**src/rtl/out_uart_pkg.sv**
```systemverilog
// Shared types and constants for the output-port UART streamer.
package out_uart_pkg;

    localparam int unsigned WORD_W               = 16;
    localparam int unsigned BYTE_W               = 8;
    localparam int unsigned DEFAULT_CLKS_PER_BIT = 868;

    typedef enum logic [1:0] {
        IDLE,
        START,
        DATA,
        STOP
    } tx_state_e;

endpackage

```
**src/rtl/out_word_fifo.sv**
```systemverilog
// Small word FIFO with a count register; simultaneous push and pop both take effect.
module out_word_fifo
    import out_uart_pkg::*;
#(
    parameter int unsigned DEPTH = 4
) (
    input  logic              Clk,
    input  logic              Reset_n,
    input  logic              push,
    input  logic [WORD_W-1:0] din,
    input  logic              pop,
    output logic [WORD_W-1:0] dout,
    output logic              empty,
    output logic              full
);

    localparam int unsigned AW        = $clog2(DEPTH);
    localparam logic [AW:0] DEPTH_CNT = (AW + 1)'(DEPTH);

    logic [WORD_W-1:0] mem_q [DEPTH];
    logic [WORD_W-1:0] mem_d [DEPTH];
    logic [AW-1:0]     wr_ptr_q, wr_ptr_d;
    logic [AW-1:0]     rd_ptr_q, rd_ptr_d;
    logic [AW:0]       count_q, count_d;
    logic              do_push, do_pop;

    assign empty = (count_q == '0);
    assign full  = (count_q == DEPTH_CNT);
    assign dout  = mem_q[rd_ptr_q];

    always_comb begin
        do_pop   = pop & ~empty;
        // A pop on the same edge frees the slot, so a push into a full FIFO still lands.
        do_push  = push & (~full | do_pop);
        mem_d    = mem_q;
        wr_ptr_d = wr_ptr_q;
        rd_ptr_d = rd_ptr_q;
        count_d  = count_q;
        if (do_push) begin
            mem_d[wr_ptr_q] = din;
            wr_ptr_d        = wr_ptr_q + 1'b1;
        end
        if (do_pop) begin
            rd_ptr_d = rd_ptr_q + 1'b1;
        end
        unique case ({do_push, do_pop})
            2'b10:   count_d = count_q + 1'b1;
            2'b01:   count_d = count_q - 1'b1;
            default: count_d = count_q;
        endcase
    end

    always_ff @(posedge Clk) begin
        if (!Reset_n) begin
            wr_ptr_q <= '0;
            rd_ptr_q <= '0;
            count_q  <= '0;
        end else begin
            wr_ptr_q <= wr_ptr_d;
            rd_ptr_q <= rd_ptr_d;
            count_q  <= count_d;
        end
    end

    always_ff @(posedge Clk) begin
        mem_q <= mem_d;
    end

endmodule

```
**src/rtl/out_uart_streamer.sv**
```systemverilog
// Queues every change of the output-port word and sends it as two 8N1 bytes, high byte first.
module out_uart_streamer
    import out_uart_pkg::*;
#(
    parameter int unsigned CLKS_PER_BIT = DEFAULT_CLKS_PER_BIT,
    parameter int unsigned DEPTH        = 4
) (
    input  logic              Clk,
    input  logic              Reset_n,
    input  logic [WORD_W-1:0] Word_in,
    output logic              Tx,
    output logic              Busy,
    output logic              Overflow
);

    localparam int unsigned   CW      = $clog2(CLKS_PER_BIT);
    localparam logic [CW-1:0] CNT_MAX = CW'(CLKS_PER_BIT - 1);

    tx_state_e         state_q, state_d;
    logic [CW-1:0]     cnt_q, cnt_d;
    logic [2:0]        bit_idx_q, bit_idx_d;
    logic              byte_sel_q, byte_sel_d;
    logic [BYTE_W-1:0] shift_q, shift_d;
    logic [BYTE_W-1:0] lo_byte_q, lo_byte_d;
    logic              tx_q, tx_d;
    logic [WORD_W-1:0] last_seen_q, last_seen_d;
    logic              overflow_q, overflow_d;

    logic              push, pop, baud_done;
    logic [WORD_W-1:0] fifo_dout;
    logic              fifo_empty, fifo_full;

    out_word_fifo #(
        .DEPTH (DEPTH)
    ) u_fifo (
        .Clk     (Clk),
        .Reset_n (Reset_n),
        .push    (push),
        .din     (Word_in),
        .pop     (pop),
        .dout    (fifo_dout),
        .empty   (fifo_empty),
        .full    (fifo_full)
    );

    // last_seen tracks the input even when the push is dropped.
    always_comb begin
        push        = (Word_in != last_seen_q);
        last_seen_d = push ? Word_in : last_seen_q;
        overflow_d  = overflow_q | (push & fifo_full & ~pop);
    end

    always_comb begin
        state_d    = state_q;
        cnt_d      = cnt_q;
        bit_idx_d  = bit_idx_q;
        byte_sel_d = byte_sel_q;
        shift_d    = shift_q;
        lo_byte_d  = lo_byte_q;
        tx_d       = tx_q;
        pop        = 1'b0;
        baud_done  = (cnt_q == CNT_MAX);

        // tx_d always carries the line level of the state being entered.
        unique case (state_q)
            IDLE: begin
                tx_d = 1'b1;
                if (!fifo_empty) begin
                    pop        = 1'b1;
                    shift_d    = fifo_dout[WORD_W-1:BYTE_W];
                    lo_byte_d  = fifo_dout[BYTE_W-1:0];
                    byte_sel_d = 1'b1;
                    cnt_d      = '0;
                    tx_d       = 1'b0;
                    state_d    = START;
                end
            end
            START: begin
                if (baud_done) begin
                    cnt_d     = '0;
                    bit_idx_d = '0;
                    tx_d      = shift_q[0];
                    state_d   = DATA;
                end else begin
                    cnt_d = cnt_q + 1'b1;
                end
            end
            DATA: begin
                if (baud_done) begin
                    cnt_d = '0;
                    if (bit_idx_q == 3'd7) begin
                        tx_d    = 1'b1;
                        state_d = STOP;
                    end else begin
                        bit_idx_d = bit_idx_q + 1'b1;
                        shift_d   = {1'b0, shift_q[BYTE_W-1:1]};
                        tx_d      = shift_q[1];
                    end
                end else begin
                    cnt_d = cnt_q + 1'b1;
                end
            end
            STOP: begin
                if (baud_done) begin
                    cnt_d = '0;
                    if (byte_sel_q) begin
                        byte_sel_d = 1'b0;
                        shift_d    = lo_byte_q;
                        tx_d       = 1'b0;
                        state_d    = START;
                    end else begin
                        state_d = IDLE;
                    end
                end else begin
                    cnt_d = cnt_q + 1'b1;
                end
            end
            default: begin
                tx_d    = 1'b1;
                cnt_d   = '0;
                state_d = IDLE;
            end
        endcase
    end

    always_ff @(posedge Clk) begin
        if (!Reset_n) begin
            state_q     <= IDLE;
            cnt_q       <= '0;
            bit_idx_q   <= '0;
            byte_sel_q  <= 1'b0;
            shift_q     <= '0;
            lo_byte_q   <= '0;
            tx_q        <= 1'b1;
            last_seen_q <= '0;
            overflow_q  <= 1'b0;
        end else begin
            state_q     <= state_d;
            cnt_q       <= cnt_d;
            bit_idx_q   <= bit_idx_d;
            byte_sel_q  <= byte_sel_d;
            shift_q     <= shift_d;
            lo_byte_q   <= lo_byte_d;
            tx_q        <= tx_d;
            last_seen_q <= last_seen_d;
            overflow_q  <= overflow_d;
        end
    end

    assign Tx       = tx_q;
    assign Busy     = (state_q != IDLE) | ~fifo_empty;
    assign Overflow = overflow_q;

endmodule

```
**config.mk**
```make
export PLATFORM = sky130hd
export DESIGN_NAME = out_uart_streamer
export DESIGN_NICKNAME = d
export VERILOG_FILES = /design/src/rtl/out_uart_pkg.sv /design/src/rtl/out_word_fifo.sv /design/src/rtl/out_uart_streamer.sv
export SDC_FILE = /design/constraint.sdc
export NUM_CORES = 1
export LEC_CHECK = 0
export BUFFER_PORTS_ARGS = -buffer_cell sky130_fd_sc_hd__buf_2
export CAP_MARGIN = 20
export CORE_MARGIN = 2
export CORE_UTILIZATION = 57
export CTS_BUF_LIST = sky130_fd_sc_hd__clkbuf_4 sky130_fd_sc_hd__clkbuf_8
export DETAILED_ROUTE_END_ITERATION = 7
export PLACE_DENSITY = 0.77
export SKIP_LAST_GASP = 1
export SLEW_MARGIN = 20
export SYNTH_ARGS = -nofsm -noshare
export SYNTH_HDL_FRONTEND = slang
export SYNTH_HIERARCHICAL = 1
export SYNTH_SLANG_ARGS = --single-unit
```
**constraint.sdc**
```tcl
create_clock -name Clk -period 2.7 [get_ports Clk]
set_input_delay 0.27 -clock Clk [delete_from_list [all_inputs] [get_ports Clk]]
set_output_delay 0.27 -clock Clk [all_outputs]
set_load 0.02 [all_outputs]
```
== Yosys cells after proc, flatten, opt, wreduce, memory -nomap -nowiden ==
Index checks and enable logic that the tools add are counted.
W data, S select, Z words.

* Flip-flop bits (word level): 121
* Output and inout bits: 3
* Input port bits: 18
* Logic and storage cells: 107

* Mux-type cells: 39
* $add $sub $neg: 6
* Magnitude comparators: 3
* Bitwise operators: 12
* Reductions and logical operators: 15
* Equality and inequality tests: 16

{| class="wikitable"
|+ Operators with widths
! operator !! number
|-
| $bwmux W64 || 1
|-
| $mux W16 || 3
|-
| $mux W8 || 5
|-
| $bmux W16 S2 || 1
|-
| $demux W16 S2 || 1
|-
| $pmux W8 S3 || 1
|-
| $mux W10 || 2
|-
| $pmux W10 S2 || 1
|-
| $ne A16 B16 Y1 || 1
|-
| $ne A2 B2 Y1 const B || 7
|-
| $pmux W3 S2 || 2
|-
| $mux W1 || 11
|-
| $add A10 B1 Y10 const B || 1
|-
| $eq A10 B10 Y1 const B || 1
|-
| $mux W2 || 5
|-
| $mux W3 || 3
|-
| $pmux W2 S4 || 1
|-
| $reduce_and A4 Y1 || 2
|-
| $reduce_bool A2 Y1 || 4
|-
| $add A3 B1 Y3 const B || 2
|-
| $eq A2 B2 Y1 const B || 3
|-
| $eq A3 B3 Y1 const B || 2
|-
| $ge A3 B3 Y1 const B || 2
|-
| $not A2 Y3 || 2
|-
| 18 further kinds || 27
|}

== Longest topological paths before layout ==
Gate-level depths: netlist of run 1.

* Depth after elaboration: 8
* Depth in mapped cells: 14
* Depth with buffers taken out: 13

== Modules after synthesis ==
Netlist of run 1, hierarchy kept.

{| class="wikitable"
|+ By module, submodules not included
! module !! cells each !! area each (µm²) !! seq. area each (µm²) !! times used
|-
| out_word_fifo || 135 || 2796.4 || 2062.0 || 1
|-
| out_uart_streamer || 259 || 2353.5 || 1001.0 || 1
|}

== Worst setup path before layout of run 1 ==
No wires, ideal clock.

* Kind: register to register
* Start: register u_fifo.count_q[0]
* End: register u_fifo.count_q[2]
* Data required time: 2.630 ns
* Cell stages (with the launch flop): 14
* Arrival: 2.845 ns
* Clock period less this slack: 2.915 ns
* Path buffers: 1
* Setup slack: -0.215 ns
* Setup time: 0.070 ns
* Cell sequence: dfxtp_1 -> nor3_2 -> nand2b_1 -> clkbuf_1 -> clkinv_1 -> inv_1 -> a21boi_2 -> inv_1 -> ha_1 -> inv_1 -> fa_1 -> xor2_1 -> or3_1 -> a21boi_1

* Cells in the longest elaborated chain, start to end: 8
* Elaborated cells on any way between the ends: 15
* Those cells by class: 2 x add/sub; 3 x eq/ne; 3 x mux; 5 x bitwise; 2 x reduce/logical

{| class="wikitable"
|+ Ends and longest elaborated chain
! what !! line !! text
|-
| start: declaration || out_word_fifo.sv:24 || <nowiki>logic [AW:0] count_q, count_d;</nowiki>
|-
| start signal: assignment || out_word_fifo.sv:61 || <nowiki>count_q <= count_d;</nowiki>
|-
| $logic_not A3 Y1 (*) || out_word_fifo.sv:27 || <nowiki>assign empty = (count_q == '0);</nowiki>
|-
| net fifo_empty || out_uart_streamer.sv:31 || <nowiki>logic fifo_empty, fifo_full;</nowiki>
|-
| $mux W1 (*) || out_uart_streamer.sv:68 || <nowiki>if (!fifo_empty) begin</nowiki>
|-
| $mux W1 (*) || out_uart_streamer.sv:65 || <nowiki>unique case (state_q)</nowiki>
|-
| net pop || out_uart_streamer.sv:29 || <nowiki>logic push, pop, baud_done;</nowiki>
|-
| $and A1 B1 Y1 (*) || out_word_fifo.sv:32 || <nowiki>do_pop = pop & ~empty;</nowiki>
|-
| $or A1 B1 Y1 || out_word_fifo.sv:34 || <nowiki>do_push = push & (~full | do_pop);</nowiki>
|-
| $and A1 B1 Y1 || out_word_fifo.sv:34 ||
|-
| $eq A2 B1 Y1 / $eq A2 B2 Y1 (equally long branches) || out_word_fifo.sv:46 || <nowiki>unique case ({do_push, do_pop})</nowiki>
|-
| $pmux W3 S2 / $reduce_bool A2 Y1 (equally long branches) || -- ||
|}

Mark *: on every way through the listed nets, which the timed path passes. The rest lies on a longest branch.
A chain may end at the register's enable or synchronous reset.

== Worst setup path in the final report of run 1 ==
* Start: register last_seen_q[13]
* End: register u_fifo.count_q[2]

* Cells in the longest elaborated chain, start to end: 4
* Elaborated cells on any way between the ends: 6
* Those cells by class: 3 x eq/ne; 1 x mux; 1 x bitwise; 1 x reduce/logical

{| class="wikitable"
|+ Ends and longest elaborated chain
! what !! line !! text
|-
| start: declaration || out_uart_streamer.sv:26 || <nowiki>logic [WORD_W-1:0] last_seen_q, last_seen_d;</nowiki>
|-
| start signal: assignment || out_uart_streamer.sv:145 || <nowiki>last_seen_q <= last_seen_d;</nowiki>
|-
| $ne A16 B16 Y1 (*) || out_uart_streamer.sv:48 || <nowiki>push = (Word_in != last_seen_q);</nowiki>
|-
| net push || out_uart_streamer.sv:29 ||
|-
| $and A1 B1 Y1 (*) || out_word_fifo.sv:34 ||
|-
| $eq A2 B1 Y1 / $eq A2 B2 Y1 (equally long branches) || out_word_fifo.sv:46 ||
|-
| $pmux W3 S2 / $reduce_bool A2 Y1 (equally long branches) || -- ||
|}

Marks and branches as above.

==> results of run 1 <==
[per-layer routing]
| metal | share of wire, % | global-route usage (%) | vias up |
|---|---|---|---|
| met4 | 1.4 | 6.95 | 0 |
| met2 | 50 | 34.3 | 73 |
| met3 | 3.7 | 5.32 | 15 |
| li1 | - | - | 1518 |
| met1 | 45 | 25.8 | 1559 |
| met5 | 0 | 0 | - |
[state kept, by name, summed over array words and instances (netlist names)]
| register | cells |
|---|---|
| u_fifo/mem_q | 64 |
| last_seen_q | 16 |
| cnt_q | 10 |
| lo_byte_q | 8 |
| shift_q | 8 |
| bit_idx_q | 3 |
| u_fifo/count_q | 3 |
| state_q | 2 |
| u_fifo/rd_ptr_q | 2 |
| u_fifo/wr_ptr_q | 2 |
| Overflow | 1 |
| Tx | 1 |
| byte_sel_q | 1 |
[kinds of logic (layout without fill, tap and decap cells)]
group | after synthesis | after routing
compound gates | 68 | 68
buf+inv | 29 | 80
xor+xnor | 21 | 21
mux | 19 | 19
simple gates | 122 | 122
fa+ha+maj | 14 | 14
flops | 121 | 121
[area by class of cell]
class | count | area share, %
Sequential cell | 121 | 52.9
Timing Repair Buffer | 36 | 3.80
Multi-Input combinational cell | 244 | 33.5
Inverter | 12 | 0.799
Clock buffer | 18 | 4.28
Tap cell | 108 | 2.33
Clock inverter | 14 | 2.40
[critical path, stage by stage, from the launching register on]
cell	delay, ns
sky130_fd_sc_hd__dfxtp_1	0.32
sky130_fd_sc_hd__xor2_1	0.17
sky130_fd_sc_hd__nor4_2	0.41
sky130_fd_sc_hd__nand4_1	0.20
sky130_fd_sc_hd__a21boi_2	0.21
sky130_fd_sc_hd__inv_1	0.07
sky130_fd_sc_hd__ha_2	0.17
sky130_fd_sc_hd__inv_1	0.05
sky130_fd_sc_hd__fa_2	0.34
sky130_fd_sc_hd__xor2_1	0.16
sky130_fd_sc_hd__or3_1	0.31
sky130_fd_sc_hd__a21boi_1	0.13
[power breakdown]
| part | leakage [nW] | switching (W) | internal [W] | total, W |
|---|---|---|---|---|
| Sequential | 1.07 | 0.000202 | 0.00231 | 0.00251 |
| Combinational | 0.976 | 0.000823 | 0.000663 | 0.00149 |
| Clock | 0.191 | 0.000769 | 0.000774 | 0.00154 |
| Total | 2.24 | 0.00179 | 0.00374 | 0.00554 |
[Yosys cell counts, drive strengths merged, types with 2 or more instances]
master | n | area [µm²]
a21boi | 14 | 109
nand2b | 2 | 12.5
nor3b | 4 | 35.0
dfxtp | 57 | 1140
o211a | 8 | 80.1
mux2i | 3 | 30.0
nor4 | 5 | 31.3
a31oi | 4 | 25.0
a21oi | 6 | 30.0
a22oi | 10 | 75.1
edfxtp | 64 | 1920
nand2 | 48 | 180
and2 | 23 | 144
a211o | 2 | 18.8
inv | 11 | 41.3
xnor2 | 3 | 26.3
or3 | 2 | 12.5
nor2 | 5 | 18.8
o21ai | 18 | 90.1
xor2 | 18 | 158
buf | 11 | 100
nand4 | 3 | 18.8
ha | 13 | 163
mux4 | 16 | 383
and3 | 6 | 37.5
nand3 | 10 | 55.1
nor3 | 2 | 15.0
clkbuf | 6 | 23.8
nor2b | 8 | 50.1
o31ai | 2 | 15.0
[worst min-delay path by stage]
stage / depth (start not counted) / end / slack [ns]
final: 1 / u_fifo/mem_q[26]$_DFFE_PP_ / 0.09
after global routing: 1 / u_fifo/mem_q[27]$_DFFE_PP_ / 0.07
after CTS: 1 / u_fifo/mem_q[26]$_DFFE_PP_ / 0.07
after detailed placement: 2 / bit_idx_q[1]$_SDFFE_PN0P_ / 0.46
after global placement: 2 / bit_idx_q[2]$_SDFFE_PN0P_ / 0.45
after floorplan: 0 / u_fifo/mem_q[0]$_DFFE_PP_ / 0.37
[through the flow]
stage               utilization, %  setup slack (ns)  power [W]
floorplan                        -             0.113    0.00367
global placement              61.8           0.00812    0.00398
detailed placement            61.8           -0.0882    0.00403
CTS                           66.3            0.0180    0.00558
global route                  66.4          -0.00249    0.00586
finish                        66.4            0.0994    0.00554
[cells in the final DEF, fill, tap and decap left out, drive strengths merged, types with 2 or more instances in the layout]
cell type | netlist | final
or3 | 2 | 2
clkinv | 1 | 6
a31oi | 4 | 4
and3 | 6 | 6
a211o | 2 | 2
a21oi | 6 | 6
edfxtp | 64 | 64
nand2b | 2 | 2
o21ai | 18 | 18
clkbuf | 6 | 18
nor3 | 2 | 2
nand4 | 3 | 3
o31ai | 2 | 2
a22oi | 10 | 10
inv | 11 | 17
and2 | 23 | 23
nand3 | 10 | 10
o211a | 8 | 8
nor2 | 5 | 5
buf | 11 | 36
nor4 | 5 | 5
mux2i | 3 | 3
nor2b | 8 | 8
nor3b | 4 | 4
xor2 | 18 | 18
mux4 | 16 | 16
ha | 13 | 13
clkinvlp | 0 | 2
a21boi | 14 | 14
dfxtp | 57 | 57
xnor2 | 3 | 3
nand2 | 48 | 48
[timing repair]
| item | 4_1_cts | 5_1_grt |
|---|---|---|
| setup buffers | 0 | 0 |
| pin swaps | 0 | 1 |
| gates resized for setup | 1 | 4 |
| setup endpoints to repair | 1 | 1 |
==> summary.md, run 1 <==
| Metric | Value |
|---|---|
| Post-Route Setup TNS | `0 ns` |
| Worst reg2reg path startpoint | `last_seen_q[13]$_SDFFE_PN0P_` |
| Number of standard cells after synthesis | `roughly 400` |
| Critical Path End Type | `register` |
| Post-route ant nets | `0` |
| Largest net degree at the start of global routing | `40` |
| Number of nets in the final layout | `about 460` |
| Clock tree buffer depth | `2` |
| Xor/xnor cell area share of the yosys netlist | `roughly 3.6%` |
| Proportion of synthesized chip area in sequential cells | `around three fifths` |
| Area added between synthesis and finish | `12.5%` |
| Synthesized-area fraction occupied by adder cells | `about 3.5%` |
| Placer Congestion | `~0.83` |
| H-tree levels | `4` |
| CTS root buffer | `sky130_fd_sc_hd__clkbuf_8` |
| Class of the most critical setup path | `reg2reg` |
| Number of remaining DRC errors | `0` |
| Final setup skew | `between 0.01 and 0.015 ns` |
| Worst slew margin relative to its limit | `40.6%` |
| Worst hold path type | `in2reg` |
| Critical path arrival | `2.96 ns` |
| Effective utilization at floorplan | `59.1%` |
| Area occupied by registers | `roughly 0.003 mm²` |
| Filler Cells Inserted | `~620` |
| Warnings, synthesis | `6` |
| Peak Freq | `385 MHz` |
| Main combinational cell family by area after synthesis | `simple AND/OR/NAND/NOR gates` |
| Nets in the synthesized netlist | `roughly 430` |
| Placeable core area | `between 0.008 and 0.009 mm²` |
| Die Y | `99.1 µm` |
| Clock sink count | `between 100 and 150` |
| Count of distinct cell types in the synthesized netlist | `53` |
| Overall global routing resource usage | `between 20% and 30%` |
| Power per Cell Area | `roughly 960 mW/mm²` |
| Initial detailed-routing violation count | `about 150` |
| Post-synthesis register bit count | `121` |
| Row count | `34` |
| Area fraction in and, or, nand and nor cells after synthesis | `roughly 13%` |
| CTS hold repair buffers | `0` |
| Count of cells along the worst register-to-register path | `11` |
| N_diodes | `0` |
| PortBufs | `20` |
| Critical path destination | `u_fifo/count_q[2]$_SDFFE_PN0P_` |
| Clock slew seen by the registers of the worst setup and hold paths | `around 0.08 ns` |
| Final setup fails | `0` |
| Transition at the pin with the smallest max-transition slack | `roughly 0.89 ns` |
| Share of synthesized flip-flops with an asynchronous set or reset | `0%` |
| Io pins | `21` |
| Vias after detailed routing | `approximately 3200` |
| Syn Area/Cell | `approximately 13 µm²` |
| Number of flops mapped to enable cells by yosys | `64` |
| Share of layout cells above drive strength 1 | `between 20 and 25%` |
| Max-slew violation count | `0` |
| Die X | `99.1 µm` |
| Summed area of non-filler cells in the final layout | `between 0.005 and 0.006 mm²` |
| Average wire length per cell after detail routing | `16.7 µm` |
| Reg-to-Reg End | `u_fifo/count_q[2]$_SDFFE_PN0P_` |
| Tcrit/Tclk final | `between 90 and 100%` |
| Number of maximum-capacitance constraint violations | `0` |
| Detailed placement HPWL | `approximately 6 mm` |
| Crit path launch | `last_seen_q[13]$_SDFFE_PN0P_` |
| Outcome | `complete, no violations` |
| First-pass GRT wire length | `approximately 15 mm` |
| Area used by multi-input combinational logic | `between 0.0015 and 0.002 mm²` |
| Slack of the worst reg-to-reg path | `about 0.1 ns` |
| Die area | `~0.01 mm²` |
| Period minus WS final | `between 2 and 3 ns` |
| Post-synth top flop | `sky130_fd_sc_hd__edfxtp_1` |
| Placed cell count | `between 500 and 600` |
| Worst hold path startpoint | `Word_in[10]` |
| Total cell area at the placement stage | `0.00539 mm²` |
| Hold Fails Final Rpt | `0` |
| Worst IR drop on VDD | `a little under 0.6 mV` |
| Leakage | `about 2.2 nW` |
| CTS tree | `yes` |
| Mux contribution to synthesized area | `8.02%` |
| Area fraction in compound gates after synthesis | `9.45%` |
| Via density | `roughly 5.7` |
| Number of antenna violations at the first check in global routing | `0` |
| Crit-path max FO | `2` |
| Vias in the first global route | `3118` |
| First-pass DRT Iterations | `5` |
| Clock network latency to the later pin of the worst-skew pair | `between 0.4 and 0.5 ns` |
| Final non-filler cell total | `553` |
| Type of element launching the critical path | `register` |
| Number of clock buffers inserted by TritonCTS | `17` |
| Total routed wirelength | `9.23 mm` |
| Remaining global-route overflow | `0` |
| Post-synthesis instance area | `approximately 0.0051 mm²` |
| Data required time of the critical path | `3.06 ns` |
| Worst slack on hold paths | `about 0.09 ns` |
No activity file was read; power rests on OpenSTA's default activity.
==> inputs of run 2 (changes only) <==
--- a/config.mk
+++ b/config.mk
@@ -8,10 +8,10 @@
 export BUFFER_PORTS_ARGS = -buffer_cell sky130_fd_sc_hd__buf_2
 export CAP_MARGIN = 20
 export CORE_MARGIN = 2
-export CORE_UTILIZATION = 57
+export CORE_UTILIZATION = 64
 export CTS_BUF_LIST = sky130_fd_sc_hd__clkbuf_4 sky130_fd_sc_hd__clkbuf_8
 export DETAILED_ROUTE_END_ITERATION = 7
-export PLACE_DENSITY = 0.77
+export PLACE_DENSITY = 0.82
 export SKIP_LAST_GASP = 1
 export SLEW_MARGIN = 20
 export SYNTH_ARGS = -nofsm -noshare
==> constraint.sdc (replaced) <==
create_clock -name Clk -period 2.86 [get_ports Clk]
set_input_delay 0.286 -clock Clk [delete_from_list [all_inputs] [get_ports Clk]]
set_output_delay 0.286 -clock Clk [all_outputs]
set_load 0.02 [all_outputs]
==> run 2 against run 1 <==
Clock skew is 0.0095 ns higher. Die area decreased by 11%. Cell area decreased by 1.4%. Setup slack better by 0.066 ns. Sequential power shrank 5%. Clock-buffer cell count fell by 1. Critical path type unchanged. Flip-flop and latch count unchanged. Via count is 0.47% lower. Combinational power down 7%. Maximum frequency fell by 3.5%. Largest power group unchanged. Sequential share of layout area increased by 0.74 points.
==> summary.md, run 2 (synthesis gave the netlist of run 1 again) <==
| Metric | Value |
|---|---|
| Placed cell count | `509 (-2.3%)` |
| Detailed placement HPWL | `6.00 mm (-0.28%)` |
| Crit-path max FO | `2 (unchanged)` |
| Critical Path End Type | `register` |
| Overall global routing resource usage | `23.9% (+3.5 points)` |
| Average wire length per cell after detail routing | `17.5 µm (+4.6%)` |
| Post-CTS setup-driven buffer insertion count | `0 (unchanged)` |
| Transition at the pin with the smallest max-transition slack | `0.905 ns (+0.0144 ns)` |
| Clock slew seen by the registers of the worst setup and hold paths | `0.09 ns (about the same)` |
| Final setup skew | `0.0203 ns (+0.00951 ns)` |
| Die Y | `93.7 µm (-5.4%)` |
| First-pass DRT Iterations | `5 (unchanged)` |
| Post-route ant nets | `0 (unchanged)` |
| Family with the most delay on the worst path | `simple AND/OR/NAND/NOR gates` |
| Class of the most critical setup path | `reg2reg` |
| Share of layout cells above drive strength 1 | `18.5% (-1.8 points)` |
| Hold Fails Final Rpt | `0 (unchanged)` |
| Type of element launching the critical path | `register` |
| Final setup fails | `0 (unchanged)` |
| Remaining global-route overflow | `0 (unchanged)` |
| Vias in the first global route | `3231 (+3.6%)` |
| Power per Cell Area | `906 mW/mm² (-5.1%)` |
| Worst hold path type | `in2reg` |
| Final core utilization | `73.5% (+7.1 points)` |
| Critical path arrival | `3.04 ns (+0.08 ns)` |
| Clock tree buffer depth | `2 (unchanged)` |
| Critical Path, Cell by Cell | `xor2_1, nor4_1, buf_4, nand4_1, a21boi_2, inv_1, ha_1, inv_1, fa_1, xor2_1, or3_1, a21boi_1` |
| Flip-flop count of the largest register after layout | `64 (unchanged)` |
| CTS root buffer | `sky130_fd_sc_hd__clkbuf_8` |
| Io pins | `21 (unchanged)` |
| Die area | `0.00878 mm² (-11%)` |
| Top reg by flops | `u_fifo/mem_q` |
| H-tree levels | `4 (unchanged)` |
| PortBufs | `20 (unchanged)` |
| First-pass GRT wire length | `15.7 mm (+3.4%)` |
| Largest net degree at the start of global routing | `41 (+2.5%)` |
| Total Power Consumption | `0.00518 W (-6.5%)` |
| Via density | `5.82 (+1.7%)` |
| Vias after detailed routing | `3150 (-0.47%)` |
| Most common cell after layout, fill and taps aside | `sky130_fd_sc_hd__edfxtp_1` |
| Placer Congestion | `0.792 (-4.7%)` |
| Biggest registers after layout | `u_fifo/mem_q (64), last_seen_q (16), cnt_q (10)` |
| Outcome | `complete, no violations` |
| Number of nets in the final layout | `458 (-1.3%)` |
| Clock sink count | `121 (unchanged)` |
| Post-Route Setup TNS | `0 ns (unchanged)` |
| Max-slew violation count | `0 (unchanged)` |
| Number of clock buffers inserted by TritonCTS | `17 (unchanged)` |
| Leakage | `2.20 nW (-1.5%)` |
| Peak Freq | `371 MHz (-3.5%)` |
| Tcrit/Tclk final | `94.2% (-2.1 points)` |
| Row count | `32 (-5.9%)` |
| Total routed wirelength | `9.45 mm (+2.4%)` |
| Final non-filler cell total | `541 (-2.2%)` |
| Period minus WS final | `2.70 ns (+0.0945 ns)` |
| Clock network latency to the later pin of the worst-skew pair | `0.44 ns (about the same)` |
| Area added between synthesis and finish | `10.9%` |
| Number of maximum-capacitance constraint violations | `0 (unchanged)` |
| Commonest non-fill, non-tap cells in the layout | `sky130_fd_sc_hd__edfxtp_1 (64), sky130_fd_sc_hd__dfxtp_1 (57), sky130_fd_sc_hd__nand2_1 (48), sky130_fd_sc_hd__and2_1 (23), sky130_fd_sc_hd__buf_2 (20)` |
| Unrepaired setup endpoints after global routing | `false` |
| Initial detailed-routing violation count | `222 (+50%)` |
| Placeable core area | `0.00777 mm² (-11%)` |
| Number of remaining DRC errors | `0 (unchanged)` |
| Worst path max stage delay | `0.37 ns (-0.04 ns)` |
| Slowest stage cell on the critical path | `sky130_fd_sc_hd__fa_1` |
| Filler Cells Inserted | `521 (-16%)` |
| Worst IR drop on VDD | `0.550 mV (-5.5%)` |
| N_diodes | `0 (unchanged)` |
| Worst Path Buf+Inv | `3 (+1)` |
| Die X | `93.7 µm (-5.4%)` |
| Data required time of the critical path | `3.21 ns (+0.15 ns)` |
| Number of antenna violations at the first check in global routing | `0 (unchanged)` |
| Effective utilization at floorplan | `66.3% (+7.2 points)` |
| CTS tree | `yes` |
| Worst slew margin relative to its limit | `39.7% (-0.96 points)` |
-- run 2: final timing paths --
| path | to | slack [ns] | from | depth (start not counted) |
|---|---|---|---|---|
| min | u_fifo/mem_q[49]$_DFFE_PP_ | 0.10 | Word_in[1] | 1 |
| max reg2reg | u_fifo/count_q[2]$_SDFFE_PN0P_ | 0.16 | last_seen_q[13]$_SDFFE_PN0P_ | 12 |
| min reg2reg | lo_byte_q[2]$_SDFFE_PN0N_ | 0.48 | lo_byte_q[2]$_SDFFE_PN0N_ | 2 |
| max | u_fifo/count_q[2]$_SDFFE_PN0P_ | 0.16 | last_seen_q[13]$_SDFFE_PN0P_ | 12 |
-- run 2: per-stage QoR --
step | hold slack (ns) | instance area, µm² | setup slack (ns)
2_1_floorplan | 0.385 | 5160 | 0.0284
3_3_place_gp | 0.454 | 5340 | 0.232
3_5_place_dp | 0.463 | 5340 | 0.0940
4_1_cts | 0.0836 | 5700 | 0.153
5_1_grt | 0.100 | 5710 | 0.00555
6_report | 0.102 | 5710 | 0.165
-- run 2: metal layers --
layer,part of all wire (%),GRT usage (%)
met5,0,0
met2,50,39.6
met1,43,30.3
met3,4.4,4.57
met4,1.8,11.5
-- run 2: timing repair --
action                                  CTS  global route
resized for setup                         0             2
hold buffers                              0             0
endpoints found under the setup margin    0             1
-- run 2: where the power goes --
group	internal [W]	switching, W	total (W)
clock	0.000630	0.000771	0.00140
sequential	0.00218	0.000212	0.00239
combinational	0.000620	0.000766	0.00139
total	0.00343	0.00175	0.00518
-- run 2: final cells by class --
cell class | instances | area (µm²) | share of cell area, %
Sequential cell | 121 | 3060 | 53.6
Clock inverter | 15 | 130 | 2.28
Timing Repair Buffer | 30 | 175 | 3.07
Clock buffer | 17 | 234 | 4.10
Multi-Input combinational cell | 244 | 1940 | 33.9
Tap cell | 102 | 128 | 2.23
Inverter | 12 | 45.0 | 0.789
==> inputs of run 3 (changes only) <==
--- a/config.mk
+++ b/config.mk
@@ -7,11 +7,14 @@
 export LEC_CHECK = 0
 export BUFFER_PORTS_ARGS = -buffer_cell sky130_fd_sc_hd__buf_2
 export CAP_MARGIN = 20
+export CELL_PAD_IN_SITES_DETAIL_PLACEMENT = 0
+export CELL_PAD_IN_SITES_GLOBAL_PLACEMENT = 1
 export CORE_MARGIN = 2
-export CORE_UTILIZATION = 64
+export CORE_UTILIZATION = 53
 export CTS_BUF_LIST = sky130_fd_sc_hd__clkbuf_4 sky130_fd_sc_hd__clkbuf_8
 export DETAILED_ROUTE_END_ITERATION = 7
-export PLACE_DENSITY = 0.82
+export GPL_TIMING_DRIVEN = 0
+export PLACE_DENSITY_LB_ADDON = 0.1
 export SKIP_LAST_GASP = 1
 export SLEW_MARGIN = 20
 export SYNTH_ARGS = -nofsm -noshare
==> run 3 against run 2 <==
Maximum frequency is essentially flat. Cell area grew 2.5%. Flip-flop and latch count did not move. Combinational power increased by 9%. Register-to-register slack hardly changed. Hold slack gained 0.0040 ns. Non-clock buffer count is 8 higher. Critical path depth is 1 lower. Critical path type unchanged. Largest cell class unchanged. Largest power group unchanged.
==> summary.md, run 3 (synthesis gave the netlist of run 1 again) <==
| Metric | Value |
|---|---|
| Type of element launching the critical path | `register` |
| Tcrit/Tclk final | `94.3% (about the same)` |
| Average wire length per cell after detail routing | `16.6 µm (-5.1%)` |
| Via density | `5.50 (-5.5%)` |
| Data required time of the critical path | `3.21 ns (about the same)` |
| P_sw | `0.00167 W (-4.5%)` |
| Critical Path End Type | `register` |
| Overall global routing resource usage | `20.4% (-3.5 points)` |
| Final setup skew | `0.0150 ns (-0.00527 ns)` |
| Post-Route Setup TNS | `0 ns (unchanged)` |
| First-pass GRT wire length | `15.5 mm (-1.1%)` |
| Number of maximum-capacitance constraint violations | `0 (unchanged)` |
| Area occupied by registers | `0.00306 mm² (about the same)` |
| Number of antenna violations at the first check in global routing | `0 (unchanged)` |
| CTS root buffer | `sky130_fd_sc_hd__clkbuf_8` |
| Switching part of the total power | `31.3% (-2.5 points)` |
| Max-slew violation count | `0 (unchanged)` |
| Critical path arrival | `3.05 ns (about the same)` |
| Final core utilization | `62.7% (-11 points)` |
| Largest net degree at the start of global routing | `17 (-59%)` |
| Logic gate share of total power | `28.3% (+1.5 points)` |
| Remaining global-route overflow | `0 (unchanged)` |
| Class of the most critical setup path | `reg2reg` |
| Placeable core area | `0.00933 mm² (+20%)` |
| First-pass DRT Iterations | `5 (unchanged)` |
| Share of power burned in registers | `43.6% (-2.6 points)` |
| Hold Fails Final Rpt | `0 (unchanged)` |
| Leakage | `2.26 nW (+2.8%)` |
| Io pins | `21 (unchanged)` |
| CTS hold repair buffers | `0 (unchanged)` |
| Die area | `0.0105 mm² (+20%)` |
| Clock slew seen by the registers of the worst setup and hold paths | `0.08 ns (about the same)` |
| Crit-path max FO | `7 (+5)` |
| Family with the most delay on the worst path | `simple AND/OR/NAND/NOR gates` |
| Die Y | `103 µm (+9.5%)` |
| Number of nets in the final layout | `466 (+1.7%)` |
| Biggest registers after layout | `u_fifo/mem_q (64), last_seen_q (16), cnt_q (10)` |
| Worst slew margin relative to its limit | `38.1% (-1.6 points)` |
| Slowest stage cell on the critical path | `sky130_fd_sc_hd__nor4_2` |
| Total internal power | `0.00367 W (+7.2%)` |
| Worst Path Buf+Inv | `2 (-1)` |
| Worst slack on hold paths | `0.106 ns (+0.00397 ns)` |
| Commonest non-fill, non-tap cells in the layout | `sky130_fd_sc_hd__edfxtp_1 (64), sky130_fd_sc_hd__dfxtp_1 (56), sky130_fd_sc_hd__nand2_1 (48), sky130_fd_sc_hd__buf_2 (24), sky130_fd_sc_hd__and2_1 (23)` |
| Filler Cells Inserted | `742 (+42%)` |
| Vias after detailed routing | `3169 (+0.60%)` |
| CTS tree | `yes` |
| Worst hold path startpoint | `Word_in[10]` |
| Initial detailed-routing violation count | `168 (-24%)` |
| Slack of the worst reg-to-reg path | `0.16 ns (about the same)` |
| Detailed placement HPWL | `6.33 mm (+5.5%)` |
| Worst path max stage delay | `0.38 ns (about the same)` |
| Top reg by flops | `u_fifo/mem_q` |
| Worst Setup Slack, final | `0.163 ns (-0.00204 ns)` |
| Worst hold path type | `in2reg` |
| Critical Path, Cell by Cell | `xor2_1, nor4_2, nand4_1, a21boi_4, inv_1, ha_1, inv_1, fa_1, xor2_1, or3_1, a21boi_1` |
| Setup WS pre-CTS | `-0.592 ns (-0.686 ns)` |
| Row count | `35 (+9.4%)` |
| Number of remaining DRC errors | `0 (unchanged)` |
| Placer Congestion | `0.800 (+0.91%)` |
| Peak Freq | `371 MHz (about the same)` |
| Area used by multi-input combinational logic | `0.00195 mm² (+0.77%)` |
| Number of clock buffers inserted by TritonCTS | `17 (unchanged)` |
| Unrepaired setup endpoints after global routing | `false` |
| Effective utilization at floorplan | `55.2% (-11 points)` |
| Count of cells along the worst register-to-register path | `11 (-1)` |
| PortBufs | `20 (unchanged)` |
| Reg-to-Reg End | `u_fifo/count_q[2]$_SDFFE_PN0P_` |
| Clock network latency to the later pin of the worst-skew pair | `0.43 ns (about the same)` |
| Worst reg2reg path startpoint | `last_seen_q[13]$_SDFFE_PN0P_` |
| Total Power Consumption | `0.00534 W (+3.2%)` |
| H-tree levels | `4 (unchanged)` |
| Period minus WS final | `2.70 ns (+0.00204 ns)` |
| Die X | `103 µm (+9.5%)` |
| Transition at the pin with the smallest max-transition slack | `0.929 ns (+0.0240 ns)` |
| Outcome | `complete, no violations` |
| Area added between synthesis and finish | `13.7%` |
| Clock tree buffer depth | `2 (unchanged)` |
| Post-route ant nets | `0 (unchanged)` |
| N_diodes | `0 (unchanged)` |
| Most common cell after layout, fill and taps aside | `sky130_fd_sc_hd__edfxtp_1` |
| Share of layout cells above drive strength 1 | `19.5% (+1.0 points)` |
| Clock share of power | `28.1% (+1.0 points)` |
| Clock sink count | `121 (unchanged)` |
| Hold Path Depth | `1 (unchanged)` |
| Capture endpoint of the worst hold path | `u_fifo/mem_q[58]$_DFFE_PP_` |
| Power per Cell Area | `913 mW/mm² (+0.73%)` |
| Total routed wirelength | `9.55 mm (+1.0%)` |
| Flip-flop count of the largest register after layout | `64 (unchanged)` |
| Vias in the first global route | `3018 (-6.6%)` |
| Worst IR drop on VDD | `0.686 mV (+25%)` |
| Final setup fails | `0 (unchanged)` |
run 3: metal layers:
metal	vias to the layer above	wire length, µm	track usage [%]	share of wire (%)
met3	11	285	4.68	3.0
li1	1529	-	-	-
met5	-	0	0	0
met2	60	4840	33.5	51
met4	0	99	8.62	1.0
met1	1569	4330	26.1	45
run 3: area by class of cell:
type                            instances  share of cell area [%]
Buffer                                 16                    2.05
Clock buffer                           21                    4.62
Clock inverter                         11                    2.09
Inverter                               12                   0.812
Multi-Input combinational cell        244                    33.3
Sequential cell                       121                    52.4
Tap cell                              129                    2.76
Timing Repair Buffer                   22                    1.97
run 3: timing repair:
action                     CTS  global route
resized for setup            4             4
setup buffers                1             1
pin swaps                    1             2
hold endpoints to repair     0             0
setup endpoints to repair   66            28
run 3: how the worst max path moves through the flow:
stage	startpoint	endpoint	slack [ns]	cells past startpoint
floorplan	u_fifo/count_q[0]$_SDFFE_PN0P_	u_fifo/count_q[2]$_SDFFE_PN0P_	0.03	13
global placement	u_fifo/count_q[0]$_SDFFE_PN0P_	u_fifo/count_q[2]$_SDFFE_PN0P_	-0.48	13
detailed placement	u_fifo/count_q[0]$_SDFFE_PN0P_	u_fifo/count_q[2]$_SDFFE_PN0P_	-0.59	13
CTS	last_seen_q[14]$_SDFFE_PN0P_	u_fifo/count_q[2]$_SDFFE_PN0P_	0.08	11
global route	last_seen_q[8]$_SDFFE_PN0P_	u_fifo/count_q[2]$_SDFFE_PN0P_	0.02	11
finish	last_seen_q[13]$_SDFFE_PN0P_	u_fifo/count_q[2]$_SDFFE_PN0P_	0.16	11
run 3: stage by stage:
| step | instances | cell area [µm²] |
|---|---|---|
| 3_3_place_gp | 543 | 5420 |
| 3_5_place_dp | 543 | 5420 |
| 6_report | 576 | 5850 |
| 4_1_cts | 575 | 5830 |
| 5_1_grt | 576 | 5850 |
| 2_1_floorplan | 394 | 5160 |
run 3: power by group through the flow:
stage	Combinational, W	Sequential, W	Clock, W
global route	0.00168	0.00236	0.00161
detailed placement	0.00148	0.00237	0
finish	0.00151	0.00233	0.00150
floorplan	0.00113	0.00233	0
CTS	0.00151	0.00233	0.00153
global placement	0.00147	0.00235	0
run 3: worst register-to-register path: stages (launching register included):
cell	delay, ns
sky130_fd_sc_hd__dfxtp_1	0.31
sky130_fd_sc_hd__xor2_1	0.18
sky130_fd_sc_hd__nor4_2	0.38
sky130_fd_sc_hd__nand4_1	0.22
sky130_fd_sc_hd__a21boi_4	0.22
sky130_fd_sc_hd__inv_1	0.07
sky130_fd_sc_hd__ha_1	0.18
sky130_fd_sc_hd__inv_1	0.06
sky130_fd_sc_hd__fa_1	0.38
sky130_fd_sc_hd__xor2_1	0.16
sky130_fd_sc_hd__or3_1	0.30
sky130_fd_sc_hd__a21boi_1	0.15
